**config.mk**
```make
export PLATFORM = sky130hd
export DESIGN_NAME = tick_gen_multi
export DESIGN_NICKNAME = d
export VERILOG_FILES = /design/src/rtl/tick_gen_pkg.sv /design/src/rtl/tick_chan.sv /design/src/rtl/tick_gen_multi.sv
export SDC_FILE = /design/constraint.sdc
export NUM_CORES = 1
export LEC_CHECK = 0
export ABC_AREA = 1
export BUFFER_PORTS_ARGS = -buffer_cell sky130_fd_sc_hd__buf_2
export CAP_MARGIN = 20
export CORE_ASPECT_RATIO = 2
export CORE_MARGIN = 1.5
export CORE_UTILIZATION = 59
export DETAILED_ROUTE_END_ITERATION = 12
export PLACE_DENSITY = 0.82
export SLEW_MARGIN = 5
export SYNTH_ARGS = -nofsm -noshare
export SYNTH_HDL_FRONTEND = slang
export SYNTH_SLANG_ARGS = --single-unit
export TNS_END_PERCENT = 100
```
**constraint.sdc**
```tcl
create_clock -name clk -period 2.6 [get_ports clk]
set_input_delay 0.26 -clock clk [delete_from_list [all_inputs] [get_ports clk]]
set_output_delay 0.26 -clock clk [all_outputs]
set_load 0.05 [all_outputs]
```
**src/rtl/tick_gen_pkg.sv**
```systemverilog
// ---------------------------------------------------------------------------
// tick_gen_pkg
// Shared types for the programmable tick/clock-divider bank.
//   mode_t : per-channel operating mode (2-bit encoding on the mode bus)
//   MODE_W : width of one channel's mode slice
// ---------------------------------------------------------------------------
package tick_gen_pkg;

   localparam int MODE_W = 2;

   typedef enum logic [MODE_W-1:0] {
      MODE_PERIODIC = 2'b00,
      MODE_SQUARE   = 2'b01,
      MODE_ONESHOT  = 2'b10,
      MODE_RSVD     = 2'b11
   } mode_t;

endpackage

```
**src/rtl/tick_chan.sv**
```systemverilog
// ---------------------------------------------------------------------------
// tick_chan
// One divider channel: counter, double-buffered limit (shadow -> act_lim),
// square-wave toggle and one-shot busy flag.
//   clk, n_rst : clock, asynchronous active-low reset
//   en         : 0 freezes counter/sq/busy and forces tick low
//   clear      : synchronous clear of counter/tick/sq/busy; commits shadow
//   mode       : MODE_PERIODIC / MODE_SQUARE / MODE_ONESHOT / MODE_RSVD
//   lim        : new limit value, captured into shadow by lim_load
//   lim_load   : capture strobe for lim
//   start      : one-shot trigger (ignored while busy or disabled)
//   tick       : registered one-cycle terminal pulse
//   sq         : square output, toggles on each terminal count in SQUARE
//   busy       : one-shot in progress
//   counter    : current count
// ---------------------------------------------------------------------------
module tick_chan
   import tick_gen_pkg::*;
#(
   parameter int               WIDTH   = 23,
   parameter logic [WIDTH-1:0] RST_LIM = '0
) (
   input  logic              clk,
   input  logic              n_rst,
   input  logic              en,
   input  logic              clear,
   input  logic [MODE_W-1:0] mode,
   input  logic [WIDTH-1:0]  lim,
   input  logic              lim_load,
   input  logic              start,
   output logic              tick,
   output logic              sq,
   output logic              busy,
   output logic [WIDTH-1:0]  counter
);

   localparam logic [WIDTH-1:0] ONE = {{(WIDTH-1){1'b0}}, 1'b1};

   logic [WIDTH-1:0] act_lim;
   logic [WIDTH-1:0] shadow;
   logic             term;
   logic             commit;
   mode_t            md;

   // Saturating increment: the counter can never wrap past all-ones.
   function automatic logic [WIDTH-1:0] inc_sat(input logic [WIDTH-1:0] v);
      return (v == '1) ? v : v + ONE;
   endfunction

   assign md = mode_t'(mode);

   // >= rather than == so a limit lowered below the running count
   // terminates immediately instead of running away to the wrap point.
   assign term   = (counter >= act_lim);
   assign commit = term | clear | ~en;

   // Limit double buffer: a same-cycle load and commit bypasses the shadow.
   always_ff @(posedge clk or negedge n_rst) begin
      if (!n_rst) begin
         shadow  <= RST_LIM;
         act_lim <= RST_LIM;
      end else begin
         if (lim_load)
            shadow <= lim;
         if (commit)
            act_lim <= lim_load ? lim : shadow;
      end
   end

   always_ff @(posedge clk or negedge n_rst) begin
      if (!n_rst) begin
         counter <= '0;
         tick    <= 1'b0;
         sq      <= 1'b0;
         busy    <= 1'b0;
      end else if (clear) begin
         counter <= '0;
         tick    <= 1'b0;
         sq      <= 1'b0;
         busy    <= 1'b0;
      end else if (!en) begin
         tick <= 1'b0;
      end else begin
         case (md)
            MODE_PERIODIC, MODE_SQUARE: begin
               busy <= 1'b0;
               if (term) begin
                  counter <= '0;
                  tick    <= 1'b1;
                  if (md == MODE_SQUARE)
                     sq <= ~sq;
               end else begin
                  counter <= inc_sat(counter);
                  tick    <= 1'b0;
               end
            end
            MODE_ONESHOT: begin
               if (busy) begin
                  // start is deliberately not looked at here, so a retrigger
                  // during the shot (even in its terminal cycle) is dropped.
                  if (term) begin
                     counter <= '0;
                     tick    <= 1'b1;
                     busy    <= 1'b0;
                  end else begin
                     counter <= inc_sat(counter);
                     tick    <= 1'b0;
                  end
               end else begin
                  tick <= 1'b0;
                  if (start) begin
                     busy    <= 1'b1;
                     counter <= '0;
                  end
               end
            end
            default: begin
               tick <= 1'b0;
               busy <= 1'b0;
            end
         endcase
      end
   end

endmodule

```
**src/rtl/tick_gen_multi.sv**
```systemverilog
// ---------------------------------------------------------------------------
// tick_gen_multi
// Bank of CH independent programmable tick/clock-divider channels used by the
// note scheduler, beat LEDs and tone generator. This level only slices the
// flattened per-channel buses; all behaviour lives in tick_chan.
//   clk, n_rst : clock, asynchronous active-low reset
//   en[CH]              : per-channel enable
//   clear[CH]           : per-channel synchronous clear
//   mode[2*CH]          : channel i uses mode[2i+1:2i]
//   lim[WIDTH*CH]       : channel i uses lim[WIDTH*(i+1)-1:WIDTH*i]
//   lim_load[CH]        : capture lim slice into the channel shadow
//   start[CH]           : one-shot trigger
//   tick[CH]            : one-cycle terminal pulse
//   sq[CH]              : square output
//   busy[CH]            : one-shot in progress
//   counter[WIDTH*CH]   : per-channel current count
// ---------------------------------------------------------------------------
module tick_gen_multi
   import tick_gen_pkg::*;
#(
   parameter int               CH      = 4,
   parameter int               WIDTH   = 23,
   parameter logic [WIDTH-1:0] RST_LIM = '0
) (
   input  logic                  clk,
   input  logic                  n_rst,
   input  logic [CH-1:0]         en,
   input  logic [CH-1:0]         clear,
   input  logic [MODE_W*CH-1:0]  mode,
   input  logic [WIDTH*CH-1:0]   lim,
   input  logic [CH-1:0]         lim_load,
   input  logic [CH-1:0]         start,
   output logic [CH-1:0]         tick,
   output logic [CH-1:0]         sq,
   output logic [CH-1:0]         busy,
   output logic [WIDTH*CH-1:0]   counter
);

   for (genvar i = 0; i < CH; i++) begin : g_chan
      tick_chan #(
         .WIDTH   (WIDTH),
         .RST_LIM (RST_LIM)
      ) u_chan (
         .clk      (clk),
         .n_rst    (n_rst),
         .en       (en[i]),
         .clear    (clear[i]),
         .mode     (mode[MODE_W*i +: MODE_W]),
         .lim      (lim[WIDTH*i +: WIDTH]),
         .lim_load (lim_load[i]),
         .start    (start[i]),
         .tick     (tick[i]),
         .sq       (sq[i]),
         .busy     (busy[i]),
         .counter  (counter[WIDTH*i +: WIDTH])
      );
   end

endmodule
```
==> reports/qor.txt <==
CELLS AND AREA
--------------------------------------------------------------------------------------
Reg area ................................................................ 0.007207 mm2
Post-layout nets ........................................................         2446
Ratio of cells with drive above 1 in the final layout ...................       21.39%
Area of the multi-input gates ........................................... 0.007739 mm2
Summed area of non-filler cells in the final layout .....................  0.01955 mm2
Filler instances ........................................................         1949
Layout overhead on the synthesized area .................................       20.44%

SYNTHESIS
--------------------------------------------------------------------------------------
Top_reg_cell synth ...................................................... sky130_fd_sc_hd__dfrtp_1
Number of warnings issued by yosys ......................................            0
Number of enable-type register cells in the synthesized netlist .........            0
Proportion of synthesized flip-flops having asynchronous set or reset ...       100.0%
Cell types occupying the most area after synthesis ...................... sky130_fd_sc_hd__dfrtp_1, sky130_fd_sc_hd__nand2_1, sky130_fd_sc_hd__ha_1
Cell count after synthesis ..............................................         1915
Number of distinct standard cells referenced by the synthesized netlist .           52
Avg Inst Size Synth .....................................................    8.475 um2
Post-Synthesis Net Count ................................................         2129
Total of flip-flops plus latches after synthesis ........................          288
Count leader, synth ..................................................... sky130_fd_sc_hd__nand2_1
Post-synth top area cell ................................................ sky130_fd_sc_hd__dfrtp_1
Sequential share of the synthesized area ................................       44.40%
Top post-synthesis cells by count ....................................... sky130_fd_sc_hd__nand2_1, sky130_fd_sc_hd__dfrtp_1, sky130_fd_sc_hd__inv_1, sky130_fd_sc_hd__nor2_1, sky130_fd_sc_hd__nand3_1
Fraction of post-synthesis cell area in the top cell type by area .......       44.40%
Netlist Area Pre-Place ..................................................  0.01623 mm2

TIMING
--------------------------------------------------------------------------------------
Setup clock skew after layout ...........................................     14.51 ps
Setup slack of the critical path after layout ...........................     230.6 ps
Headroom to the max-slew limit ..........................................       52.44%
RSZ-0062 raised after global routing ....................................           no
Fin crit share ..........................................................       91.13%
Final Hold Violating Endpoints ..........................................            0
Slew @ Worst Pin ........................................................     713.4 ps
Setup total negative slack ..............................................         0 ps
Achievable Freq .........................................................    422.0 MHz
Min cycle time layout ...................................................      2369 ps
Worst hold slack across all endpoints ...................................     19.06 ps
Number of setup violations in the final report ..........................            0
Final slew viol count ...................................................            0

WORST SETUP PATH
--------------------------------------------------------------------------------------
Endpoint required time on the critical path .............................      3080 ps
Critical path startpoint category .......................................     register
CP Class ................................................................   reg -> reg
Max stage delay on crit path ............................................       460 ps
CP max stage cell ....................................................... sky130_fd_sc_hd__dfrtp_1
CP Depth ................................................................           13
Nature of the critical path endpoint ....................................     register
Origin of the critical flop-to-flop path ................................ g_chan[2].u_chan.counter[16]$_DFFE_PN0P_
Reg2Reg Depth ...........................................................           13
Most frequent CP cell ................................................... sky130_fd_sc_hd__nand2_1
Worst path buffer plus inverter count ...................................            2
Worst path cell trace ................................................... ha_1 > nand2_1 > nand2_1 > nand2_1 > nand2_1 > a21oi_1 > nand2_1 > nor2_2 > nand3_2 > inv_2 > buf_4 > nand3_1 > nand2_1
Arrival @ worst endpoint ................................................      2850 ps
Worst Setup SP .......................................................... g_chan[2].u_chan.counter[16]$_DFFE_PN0P_
Critical Path Fanout Max ................................................           16
Cell family with the largest share of critical-path delay ............... simple AND/OR/NAND/NOR gates

PLACE
--------------------------------------------------------------------------------------
Buffers on Ports ........................................................          221
Placement Cell Area .....................................................  0.01774 mm2
Final RePlAce weighted congestion .......................................       0.9859
Post-DP HPWL ............................................................     31390 um
Worst Setup Slack post-DPL ..............................................     314.1 ps

CLOCKING
--------------------------------------------------------------------------------------
Master cell of the clock root buffer .................................... sky130_fd_sc_hd__clkbuf_16
TritonCTS clock tree ....................................................        built
H-tree levels ...........................................................            1
Worst-skew pair later-pin latency .......................................       550 ps
Number of buffers on the longest clock path .............................            3
CTS resizes .............................................................            0
Clock sink total ........................................................          288
Clock buffers created by TritonCTS ......................................           27
Clock slew at reported path FFs .........................................        70 ps

POWER AND IR DROP
--------------------------------------------------------------------------------------
Worst IR drop on VDD ....................................................  0.0008148 V
Cell Pwr Density ........................................................ 567.1 mW/mm2
Leakage dissipation .....................................................     10.19 nW

GRT
--------------------------------------------------------------------------------------
Initial antenna violation count .........................................            1
Final global-route overflow total .......................................            0
Number of global-route vias before repair ...............................       14.77k
Global-route usage over all layers ......................................       31.01%
Pin count of the biggest net entering global routing ....................           90
First-pass GRT wire length ..............................................     70700 um

DRT
--------------------------------------------------------------------------------------
WL/cell .................................................................     16.88 um
Iteration count of the initial detailed-routing pass ....................            5
Post-DR vias/cell .......................................................        5.497
Number of routed nets with antenna violations ...........................            0
Iteration-0 DRC count of the detailed router ............................          804
Total via count after detailed routing ..................................       14.29k
Drt total wl ............................................................     43870 um
DRC violations left .....................................................            0

DIE
--------------------------------------------------------------------------------------
Total die area ..........................................................  0.02857 mm2
Initial Util ............................................................       60.08%
Ports placed on the boundary ............................................          222
Vert. Die Dim ...........................................................     237.6 um
Die X ...................................................................     120.3 um
Standard cell core area .................................................  0.02701 mm2
Number of placement rows ................................................           85

RUN
--------------------------------------------------------------------------------------
Max-cap violations ......................................................            0

MIN PATH
--------------------------------------------------------------------------------------
Startpoint of the tightest hold check path ..............................      lim[80]
Hold path cells .........................................................            2
Worst min path class ....................................................    in -> reg

OUTCOME
--------------------------------------------------------------------------------------
Outcome ................................................................. finished, final reports clean

[logic make-up after synthesis]
group | Yosys count | synth area share [%]
xor gates and xnor gates | 46 | 2.482
DFF | 288 | 44.40
muxes | 92 | 6.383
buffers and inverters | 304 | 7.917
AOI/OAI and AO/OA | 163 | 5.458
and+or+nand+nor | 926 | 25.96
adders and majority gates | 96 | 7.401
[report_power, final]
part	switching [mW]	internal, mW	leakage (nW)
logic	1.14	0.692	6.12
registers	0.209	4.85	3.62
clock network	1.74	2.45	0.457
total	3.09	7.99	10.2
[sequential cells by signal, indices dropped and copies added, names as in the netlist]
register and flops:
g_chan.u_chan.busy 4, g_chan.u_chan.act_lim 92, g_chan.u_chan.counter 92, g_chan.u_chan.tick 4, g_chan.u_chan.shadow 92, g_chan.u_chan.sq 4
[stage by stage]
step	utilization (%)	instances	total power, mW
2_1_floorplan	-	1915	6.265
3_3_place_gp	65.69	2463	6.747
3_5_place_dp	65.69	2463	6.834
4_1_cts	72.27	2595	11.11
5_1_grt	72.36	2599	11.57
6_report	72.36	2599	11.09
[path summary, 6_finish.rpt]
path                                                                  to  slack [ps]
worst max-delay path             g_chan[2].u_chan.act_lim[5]$_DFFE_PN0P_         230
worst min-delay path               g_chan[3].u_chan.shadow[11]$_DFF_PN0_          20
worst max register to register   g_chan[2].u_chan.act_lim[5]$_DFFE_PN0P_         230
worst min register to register     g_chan[2].u_chan.shadow[11]$_DFF_PN0_         490
max in group asynchronous       g_chan[0].u_chan.act_lim[18]$_DFFE_PN0P_        1440
min in group asynchronous        g_chan[2].u_chan.counter[9]$_DFFE_PN0P_         300
[cell type report]
cell class / count / share of cell area [%]
Clock buffer: 32 / 3.655
Tap cell: 348 / 2.227
Sequential cell: 288 / 36.87
Clock inverter: 14 / 1.037
Multi-Input combinational cell: 1323 / 39.59
Inverter: 256 / 4.961
Antenna cell: 2 / 0.02560
Timing Repair Buffer: 336 / 11.64
[cell usage in the layout, fill, tap and decap left out, types with 8 or more instances in the layout]
cell / count
sky130_fd_sc_hd__dfrtp_1: 288
sky130_fd_sc_hd__buf_4: 21
sky130_fd_sc_hd__buf_2: 220
sky130_fd_sc_hd__dlygate4sd3_1: 88
sky130_fd_sc_hd__o22ai_1: 9
sky130_fd_sc_hd__clkbuf_16: 27
sky130_fd_sc_hd__nand4_1: 35
sky130_fd_sc_hd__a21oi_1: 33
sky130_fd_sc_hd__nor2_2: 21
sky130_fd_sc_hd__nor3_1: 27
sky130_fd_sc_hd__o21ai_1: 41
sky130_fd_sc_hd__nand3_1: 112
sky130_fd_sc_hd__nor2_1: 198
sky130_fd_sc_hd__inv_2: 13
sky130_fd_sc_hd__o21ai_0: 58
sky130_fd_sc_hd__ha_1: 96
sky130_fd_sc_hd__o21bai_1: 11
sky130_fd_sc_hd__or2_2: 8
sky130_fd_sc_hd__clkinv_2: 8
sky130_fd_sc_hd__nand2_1: 458
sky130_fd_sc_hd__inv_1: 239
sky130_fd_sc_hd__xor2_1: 34
sky130_fd_sc_hd__nor2_4: 9
sky130_fd_sc_hd__xnor2_1: 12
sky130_fd_sc_hd__nand2_2: 14
sky130_fd_sc_hd__mux2_2: 92
[routing by layer]
layer / up-vias / share of wire [%] / global-route usage [%]
met5: - / 0 / 0
li1: 6775 / - / -
met3: 193 / 4.4 / 4.199
met2: 475 / 53 / 57.63
met1: 6843 / 35 / 32.01
met4: 0 / 6.8 / 20.00
[worst register-to-register path: stages (launching register included)]
cell	delay, ps
sky130_fd_sc_hd__dfrtp_1	460
sky130_fd_sc_hd__ha_1	370
sky130_fd_sc_hd__nand2_1	90
sky130_fd_sc_hd__nand2_1	50
sky130_fd_sc_hd__nand2_1	60
sky130_fd_sc_hd__nand2_1	50
sky130_fd_sc_hd__a21oi_1	170
sky130_fd_sc_hd__nand2_1	90
sky130_fd_sc_hd__nor2_2	140
sky130_fd_sc_hd__nand3_2	160
sky130_fd_sc_hd__inv_2	200
sky130_fd_sc_hd__buf_4	240
sky130_fd_sc_hd__nand3_1	130
sky130_fd_sc_hd__nand2_1	110
[what timing repair did]
| item | CTS | global route |
|---|---|---|
| hold buffers | 86 | 2 |
| setup buffers | 0 | 0 |
| endpoints found under the hold margin | 167 | 2 |
No activity file was read; power rests on OpenSTA's default activity.
